### src/rtl/seq_divider_pkg.sv
// seq_divider_pkg: shared state encoding, default width and constant helpers for seq_divider
package seq_divider_pkg;
  localparam int DEFAULT_WIDTH = 32;
  typedef enum logic [2:0] {IDLE, PREP, ITER, FIX, DONE} state_t;
  function automatic logic [127:0] most_neg(input int w);
    return 128'(1) << (w - 1);
  endfunction
endpackage

### src/rtl/seq_divider_if.sv
// seq_divider_if: start/done request and result bundle between a requester and seq_divider
interface seq_divider_if import seq_divider_pkg::*; #(parameter int WIDTH = DEFAULT_WIDTH);
  logic start;
  logic is_signed;
  logic [WIDTH-1:0] a;
  logic [WIDTH-1:0] b;
  logic busy;
  logic done;
  logic [WIDTH-1:0] quotient;
  logic [WIDTH-1:0] remainder;
  logic of;
  logic dz;
  modport master (output start, is_signed, a, b, input busy, done, quotient, remainder, of, dz);
  modport slave (input start, is_signed, a, b, output busy, done, quotient, remainder, of, dz);
endinterface

### src/rtl/seq_divider_div_step.sv
// seq_divider_div_step: one restoring-division step (shift in a dividend bit, trial-subtract the divisor)
module seq_divider_div_step import seq_divider_pkg::*; #(parameter int WIDTH = DEFAULT_WIDTH) (
  input  logic [WIDTH:0]   rem_in,
  input  logic             bit_in,
  input  logic [WIDTH-1:0] dvs,
  output logic [WIDTH:0]   rem_out,
  output logic             q_bit
);
  // the remainder never reaches the divisor, so the shifted value always fits back in WIDTH+1 bits
  always_comb begin
    q_bit = {rem_in, bit_in} >= {2'b00, dvs};
    rem_out = q_bit ? (WIDTH+1)'({rem_in, bit_in} - {2'b00, dvs}) : (WIDTH+1)'({rem_in, bit_in});
  end
endmodule

### src/rtl/seq_divider.sv
// seq_divider: iterative restoring divider, one quotient bit per clock; SEQ_DIVIDER_EARLY_OUT_EN skips ITER when the quotient is trivially zero
module seq_divider import seq_divider_pkg::*; #(parameter int WIDTH = DEFAULT_WIDTH) (
  input logic clk,
  input logic rst,
  seq_divider_if.slave bus
);
  localparam int CW = $clog2(WIDTH);
  localparam logic [WIDTH-1:0] MIN_NEG = WIDTH'(most_neg(WIDTH));
  state_t state, state_n;
  logic [CW-1:0] cnt;
  logic [WIDTH-1:0] a_r, b_r, mag_a, mag_b, dvd, dvs;
  logic [WIDTH:0] rem, rem_step;
  logic sgn_r, sign_q, sign_r, q_bit, zero_b, ovf, early, accept;
  assign accept = (state == IDLE || state == DONE) && bus.start;
  assign mag_a = sgn_r && a_r[WIDTH-1] ? -a_r : a_r;
  assign mag_b = sgn_r && b_r[WIDTH-1] ? -b_r : b_r;
  assign zero_b = b_r == '0;
  assign ovf = sgn_r && a_r == MIN_NEG && b_r == '1;
`ifdef SEQ_DIVIDER_EARLY_OUT_EN
  assign early = zero_b || mag_b > mag_a;
`else
  assign early = 1'b0;
`endif
  seq_divider_div_step #(.WIDTH(WIDTH)) div_step (
    .rem_in(rem),
    .bit_in(dvd[WIDTH-1]),
    .dvs(dvs),
    .rem_out(rem_step),
    .q_bit(q_bit)
  );
  // state register
  always_ff @(posedge clk or posedge rst)
    if (rst) state <= IDLE;
    else state <= state_n;
  // sequencing and status outputs; DONE+start chains straight into PREP
  always_comb begin
    state_n = state;
    case (state)
      IDLE, DONE: state_n = bus.start ? PREP : IDLE;
      PREP:       state_n = early ? FIX : ITER;
      ITER:       state_n = cnt == '0 ? FIX : ITER;
      FIX:        state_n = DONE;
      default:    state_n = IDLE;
    endcase
    bus.busy = state == PREP || state == ITER || state == FIX;
    bus.done = state == DONE;
  end
  // operand capture, magnitude prep and the shift/subtract loop; dvd doubles as the quotient register
  always_ff @(posedge clk or posedge rst)
    if (rst) begin
      a_r <= '0;
      b_r <= '0;
      sgn_r <= 1'b0;
      dvd <= '0;
      dvs <= '0;
      rem <= '0;
      cnt <= '0;
      sign_q <= 1'b0;
      sign_r <= 1'b0;
    end else begin
      if (accept) begin
        a_r <= bus.a;
        b_r <= bus.b;
        sgn_r <= bus.is_signed;
      end
      if (state == PREP) begin
        dvd <= early ? '0 : mag_a;
        dvs <= mag_b;
        rem <= early ? {1'b0, mag_a} : '0;
        cnt <= CW'(WIDTH - 1);
        sign_q <= sgn_r && (a_r[WIDTH-1] ^ b_r[WIDTH-1]);
        sign_r <= sgn_r && a_r[WIDTH-1];
      end
      if (state == ITER) begin
        rem <= rem_step;
        dvd <= {dvd[WIDTH-2:0], q_bit};
        cnt <= cnt - 1'b1;
      end
    end
  // sign fix-up and special cases, registered only on the FIX->DONE edge
  always_ff @(posedge clk or posedge rst)
    if (rst) begin
      bus.quotient <= '0;
      bus.remainder <= '0;
      bus.of <= 1'b0;
      bus.dz <= 1'b0;
    end else if (state == FIX) begin
      bus.quotient <= zero_b ? '1 : ovf ? MIN_NEG : sign_q ? -dvd : dvd;
      bus.remainder <= zero_b ? a_r : ovf ? '0 : sign_r ? -rem[WIDTH-1:0] : rem[WIDTH-1:0];
      bus.of <= ovf;
      bus.dz <= zero_b;
    end
endmodule
### src/flat_wrapper.sv
// flat-port wrapper written by rule: the top's interface ports become plain ports
module seq_divider_flat import seq_divider_pkg::*;
#(parameter int WIDTH = DEFAULT_WIDTH)
  (clk, rst, bus_start, bus_is_signed, bus_a, bus_b, bus_busy, bus_done, bus_quotient, bus_remainder, bus_of, bus_dz);
  seq_divider_if #(.WIDTH(WIDTH)) bus_i ();
  input logic clk;
  input logic rst;
  input wire logic [$bits(bus_i.start)-1:0] bus_start;
  input wire logic [$bits(bus_i.is_signed)-1:0] bus_is_signed;
  input wire logic [$bits(bus_i.a)-1:0] bus_a;
  input wire logic [$bits(bus_i.b)-1:0] bus_b;
  output wire logic [$bits(bus_i.busy)-1:0] bus_busy;
  output wire logic [$bits(bus_i.done)-1:0] bus_done;
  output wire logic [$bits(bus_i.quotient)-1:0] bus_quotient;
  output wire logic [$bits(bus_i.remainder)-1:0] bus_remainder;
  output wire logic [$bits(bus_i.of)-1:0] bus_of;
  output wire logic [$bits(bus_i.dz)-1:0] bus_dz;
  assign bus_i.start = bus_start;
  assign bus_i.is_signed = bus_is_signed;
  assign bus_i.a = bus_a;
  assign bus_i.b = bus_b;
  assign bus_busy = bus_i.busy;
  assign bus_done = bus_i.done;
  assign bus_quotient = bus_i.quotient;
  assign bus_remainder = bus_i.remainder;
  assign bus_of = bus_i.of;
  assign bus_dz = bus_i.dz;
  seq_divider #(.WIDTH(WIDTH)) u_core (.clk(clk), .rst(rst), .bus(bus_i));
endmodule
### config.mk
export PLATFORM = sky130hd
export DESIGN_NAME = seq_divider_flat
export DESIGN_NICKNAME = d
export VERILOG_FILES = /design/src/rtl/seq_divider_pkg.sv /design/src/rtl/seq_divider_if.sv /design/src/rtl/seq_divider_div_step.sv /design/src/rtl/seq_divider.sv /design/src/flat_wrapper.sv
export SDC_FILE = /design/constraint.sdc
export NUM_CORES = 1
export LEC_CHECK = 0
export ABC_AREA = 1
export CORE_UTILIZATION = 40
export DETAILED_ROUTE_END_ITERATION = 6
export DONT_BUFFER_PORTS = 1
export GPL_ROUTABILITY_DRIVEN = 0
export SYNTH_ARGS = -nofsm -noshare
export SYNTH_HDL_FRONTEND = slang
export SYNTH_SLANG_ARGS = --single-unit
export TNS_END_PERCENT = 1
### constraint.sdc
create_clock -name clk -period 15.9 [get_ports clk]
set_clock_uncertainty 0.1 [all_clocks]
set_input_delay 2.385 -clock clk [delete_from_list [all_inputs] [get_ports clk]]
set_output_delay 2.385 -clock clk [all_outputs]
set_load 0.005 [all_outputs]
Word-level counts from Yosys, hierarchy flattened --
Index checks and enable logic that the tools add are counted.
Cells by class: magnitude comparators 1, shift operators 0, add/subtract/negate cells 6, multiply operators 0, div/mod/pow operators 0, eq/ne operators 6, reductions and logical operators 14, mux-type cells 18, bitwise gates (word level) 1
Operators by type and width (count):
- $mux 32 | 10
- $neg 32->32 | 4
- $mux 33 | 3
- $eq 32x32->1 const B | 2
- $ge 34x32->1 | 1
- $sub 33x32->33 | 1
- $logic_not 32->1 | 1
- $pmux 3 s4 | 1
- $mux 5 | 2
- $eq 3x2->1 const B | 2
- $logic_and 1x1->1 | 6
- $logic_not 5->1 | 1
- $sub 5x1->5 const B | 1
- $eq 3x1->1 const B | 1
- $eq 3x3->1 const B | 1
- $logic_not 3->1 | 1
- $logic_or 1x1->1 | 3
- $mux 1 | 2
- $reduce_bool 2->1 | 1
- $reduce_or 2->1 | 1
- $xor 1x1->1 | 1
Storage, ports and cells: bits in latches 0, bits of input ports 68, memory bits (read-only) 0, memory bits (writable) 0, register bits after elaboration 238, logic and storage cells 60, output and inout bits 68, memories kept 0

Logic depth before layout (Yosys ltp) --
word-level depth 5, depth in mapped cells 16, gate-level depth less buffers 16

By module --
Synthesis repeated with hierarchy kept, for this count alone.
Second synthesis, totals: cell total of the unflattened synthesis 2448, area, all modules 16228.1 µm²
Modules (own cells, without submodules):
- seq_divider | cells each 1751, area each 12949.9 µm², times used 1, sequential area each 5955.7 µm²
- seq_divider_div_step | cells each 697, area each 3278.1 µm², times used 1, sequential area each 0.0 µm²

Least setup slack after synthesis --
No wires, ideal clock.
kind input to register, start input port bus_start, end register u_core.a_r[10], setup slack 12483 ps, buffers on the path 2, arrival time 3239 ps, stages on the path 5, setup time 78 ps, required time 15722 ps, cells stage by stage nand2_1 -> clkbuf_1 -> clkbuf_1 -> nor2_1 -> a21oi_1
On the way: longest elaborated chain between the ends 1
Ends and longest elaborated chain:
- from (decl) | line flat_wrapper.sv:8 | input wire logic [$bits(bus_i.start)-1:0] bus_start;
- $logic_and 1x1->1 | line seq_divider.sv:14 | assign accept = (state == IDLE || state == DONE) && bus.start;
- to (signal assigned) | line seq_divider.sv:62 | a_r <= bus.a;
- to (decl) | line seq_divider.sv:11 | logic [WIDTH-1:0] a_r, b_r, mag_a, mag_b, dvd, dvs;
Every way passes these cells. A chain may end at the register's enable or synchronous reset.

Worst setup path after layout --
start register u_core.state[2], end output port bus_done
On the way: longest elaborated chain between the ends 1
Ends and longest elaborated chain:
- from (decl) | line seq_divider.sv:9 | state_t state, state_n;
- from (signal assigned) | line seq_divider.sv:34 | else state <= state_n;
- $eq 3x3->1 | line seq_divider.sv:46 | bus.done = state == DONE;
- to (decl) | line flat_wrapper.sv:13 | output wire logic [$bits(bus_i.done)-1:0] bus_done;
Every way passes these cells.

==> flow_metrics.tcl <==
set metrics [dict create \
    status "finished clean" \
    swShare 0.5167 \
    ant_nets 0 \
    cp_slowest_stage_delay_ps 510 \
    cts_hold_buf 0 \
    wl_um 52080 \
    power_frac_seq 0.288 \
    net-switching-power_mw 2.266 \
    cts_resized 0 \
    critPathKind "flip-flop to output pin" \
    port_buffers 0 \
    cpMaxStageDelayCell "dfrtp_1" \
    cts_tree "done" \
    grt_pass1_vias 14710 \
    worst_hold_path_type "flip-flop to flip-flop" \
    use_met1 0.3219 \
    grt_pass1_wl_um 81160 \
    syn_inst 2474 \
    hold_violations 0 \
    dp_hpwl_um 40240 \
    cp_top_family "flip-flops" \
    cts_made_buffers 29 \
    yosys_warnings 0 \
    path_clk_slew_ps 60 \
    met2_usage 0.4019 \
    synth_edf_count 0 \
    wl_per_cell_um 17.42 \
    end_kind "output pin" \
    clockBufferDepth 3 \
    syn_nets 2581 \
    crit_path_max_fanout 5 \
    critPathLaunchType "flip-flop" \
    post_synth.cell_area_avg_um2 6.720 \
    h-tree-depth 1 \
    cp_num_buf_inv 0 \
    intPower_mw 2.120 \
    die-area_um2 42380 \
    core-area_um2 40920 \
    gr-total-overflow 0 \
    stdcell_count 2990 \
    antenna_found_initial 2 \
    leakage_nw 9.341 \
    synthFlopType "dfrtp_1" \
    grt_max_degree 121 \
    drt-initial-drc-count 1149 \
    max_freq_mhz 255.7 \
    power.share.clock 0.149 \
    grtUsageTotal 0.2443 \
    ir_drop_v 0.0001154 \
    finalPower_mw 4.386 \
    postSynth.asyncResetShare 1.000 \
    p_comb_frac 0.562 \
    route.detailed.drc 0 \
    synth_cell_types 49 \
    die_x_um 205.9 \
    dp.cells 2940 \
    worstPathCellList "nor3b_1" \
    nFillCells 4318 \
    drive_gt1_frac 0.05250 \
    clock_latency_ps 580 \
    rsz0062_at_grt "no" \
    vias 15660 \
    cap_violations 0 \
    die_h_um 205.9 \
    tightest_slew_ps 1072 \
    max_slew_margin 0.2850 \
    cellPowerDensity_nw_per_um2 244.0 \
    synth_seq_area_share 0.3582 \
    rows 74 \
    final-max-slew-violation-count 0 \
    cts_sinks 238 \
    ys_ff_latch 238 \
    gr-max-usage-layer "met2" \
    syn_area_um2 16630 \
    setup_violations 0 \
    cts-root-buf "clkbuf_16" \
    area_growth_pct 8.142 \
    viasPerCell 5.236 \
    nNetsFinal 2546 \
    grt_util_met3 0.03989 \
    start_util 0.4063 \
    cp_data_arrival_time_ps 1430 \
    period_share 0.2460 \
    worstPathRequired_ps 13410 \
    period_minus_slack_ps 3911 \
    io-pin-count 136 \
    fin_setup_tns_ps 0 \
    postCtsSetupBuffers 0 \
    drt_pass1_iterations 5 \
]
[layout make-up]
cell class              count  area (µm²)  share of cell area
diodes                      1       2.502           0.0001392
clock buffers              39       813.3             0.04523
clock inverters            10       120.1            0.006681
inverters                 356        1346             0.07488
multi-input cells        1804        9001              0.5006
flip-flops and latches    238        5956              0.3312
well taps                 532       665.6             0.03702
repair buffers             10       75.07            0.004175
[worst min-delay path, cell delays in order, from the launching register on]
cell	delay (ps)
dfrtp_1	340
nand2_1	50
nand2_1	60
[routing by layer]
metal | vias up | share of wire
li1 | 7787 | -
met1 | 7306 | 0.44
met2 | 465 | 0.46
met3 | 95 | 0.063
met4 | 2 | 0.038
met5 | - | 0.00019
[cells in the final DEF, fill, tap and decap left out, types with 7 or more instances in the layout]
master     Yosys  final
nand2_1      774    773
inv_1        344    343
nor2_1       266    266
nand3_1      254    254
dfrtp_1      238    238
a21oi_1       94     94
o21ai_0       79     79
xor2_1        74     74
nand4_1       47     47
ha_1          38     38
clkbuf_16      0     29
o21bai_1      20     20
nor3_1        20     19
o221ai_1      16     16
o22ai_1       15     15
xnor2_1       14     14
o211ai_2      12     12
mux2_2        10     10
buf_4          3     10
inv_2          9      9
a21boi_2       9      9
a21boi_0       9      9
nor2_2         7      7
[Yosys cell counts (14+ instances only)]
| master | number | area, µm² |
|---|---|---|
| xnor2_1 | 14 | 122.6 |
| xor2_1 | 74 | 648.1 |
| o21ai_0 | 79 | 395.4 |
| nand2_1 | 774 | 2905 |
| o221ai_1 | 16 | 140.1 |
| clkbuf_1 | 51 | 191.4 |
| nand3_1 | 254 | 1271 |
| buf_2 | 17 | 85.08 |
| a21oi_1 | 94 | 470.5 |
| ha_1 | 38 | 475.5 |
| inv_1 | 344 | 1291 |
| nor3_1 | 20 | 100.1 |
| nand4_1 | 47 | 294.0 |
| o21bai_1 | 20 | 150.1 |
| o22ai_1 | 15 | 93.84 |
| dfrtp_1 | 238 | 5956 |
| nor2_1 | 266 | 998.5 |
[final timing paths]
kind / from / end / slack [ps] / cells after the start
max in group asynchronous: rst / u_core.rem[31]$_DFFE_PP0P_ / 12570 / 2
min in group asynchronous: rst / u_core.bus.remainder[1]$_DFFE_PP0P_ / 1730 / 1
hold reg to reg: u_core.dvs[28]$_DFFE_PP0P_ / u_core.dvs[28]$_DFFE_PP0P_ / 380 / 2
setup / recovery: u_core.state[2]$_DFF_PP0_ / bus_done / 11990 / 1
hold / removal: u_core.dvs[28]$_DFFE_PP0P_ / u_core.dvs[28]$_DFFE_PP0P_ / 380 / 2
setup reg to reg: u_core.state[1]$_DFF_PP0_ / u_core.dvd[3]$_DFFE_PP0P_ / 12350 / 8
[power by group through the flow]
| stage | registers, mW | clock network, mW | logic [mW] |
|---|---|---|---|
| CTS | 1.26 | 0.668 | 2.46 |
| finish | 1.27 | 0.655 | 2.47 |
| global placement | 1.26 | 0 | 2.41 |
| global route | 1.31 | 0.688 | 2.80 |
| floorplan | 1.12 | 0 | 1.91 |
| detailed placement | 1.27 | 0 | 2.45 |
[sequential cells by signal, indices dropped and copies added, names as in the netlist]
| name | count |
|---|---|
| u_core.sign_q | 1 |
| u_core.dvs | 32 |
| u_core.bus.remainder | 32 |
| u_core.bus.of | 1 |
| u_core.cnt | 5 |
| u_core.a_r | 32 |
| u_core.b_r | 32 |
| u_core.bus.quotient | 32 |
| u_core.rem | 33 |
| u_core.dvd | 32 |
| u_core.state | 3 |
| u_core.sgn_r | 1 |
| u_core.sign_r | 1 |
| u_core.bus.dz | 1 |
[metrics by stage]
step	utilization	hold WS [ps]	worst slack, ps	cell area [µm²]
after floorplan	-	348.9	6884	16630
after global placement	0.4165	369.9	11770	17040
after detailed placement	0.4165	372.9	11740	17040
after CTS	0.4393	385.9	11960	17980
after global routing	0.4393	393.5	11920	17980
final	0.4393	383.8	11990	17980
[kinds of logic after synthesis]
logic type                 after synthesis  synth area share
adders and majority gates               39           0.02980
AOI/OAI and AO/OA                      265           0.09919
muxes                                   10          0.006773
xor gates and xnor gates                88           0.04636
DFF                                    238            0.3582
and+or+nand+nor                       1402            0.3581
buffers and inverters                  432            0.1015
(Power assumes the default switching activity.)
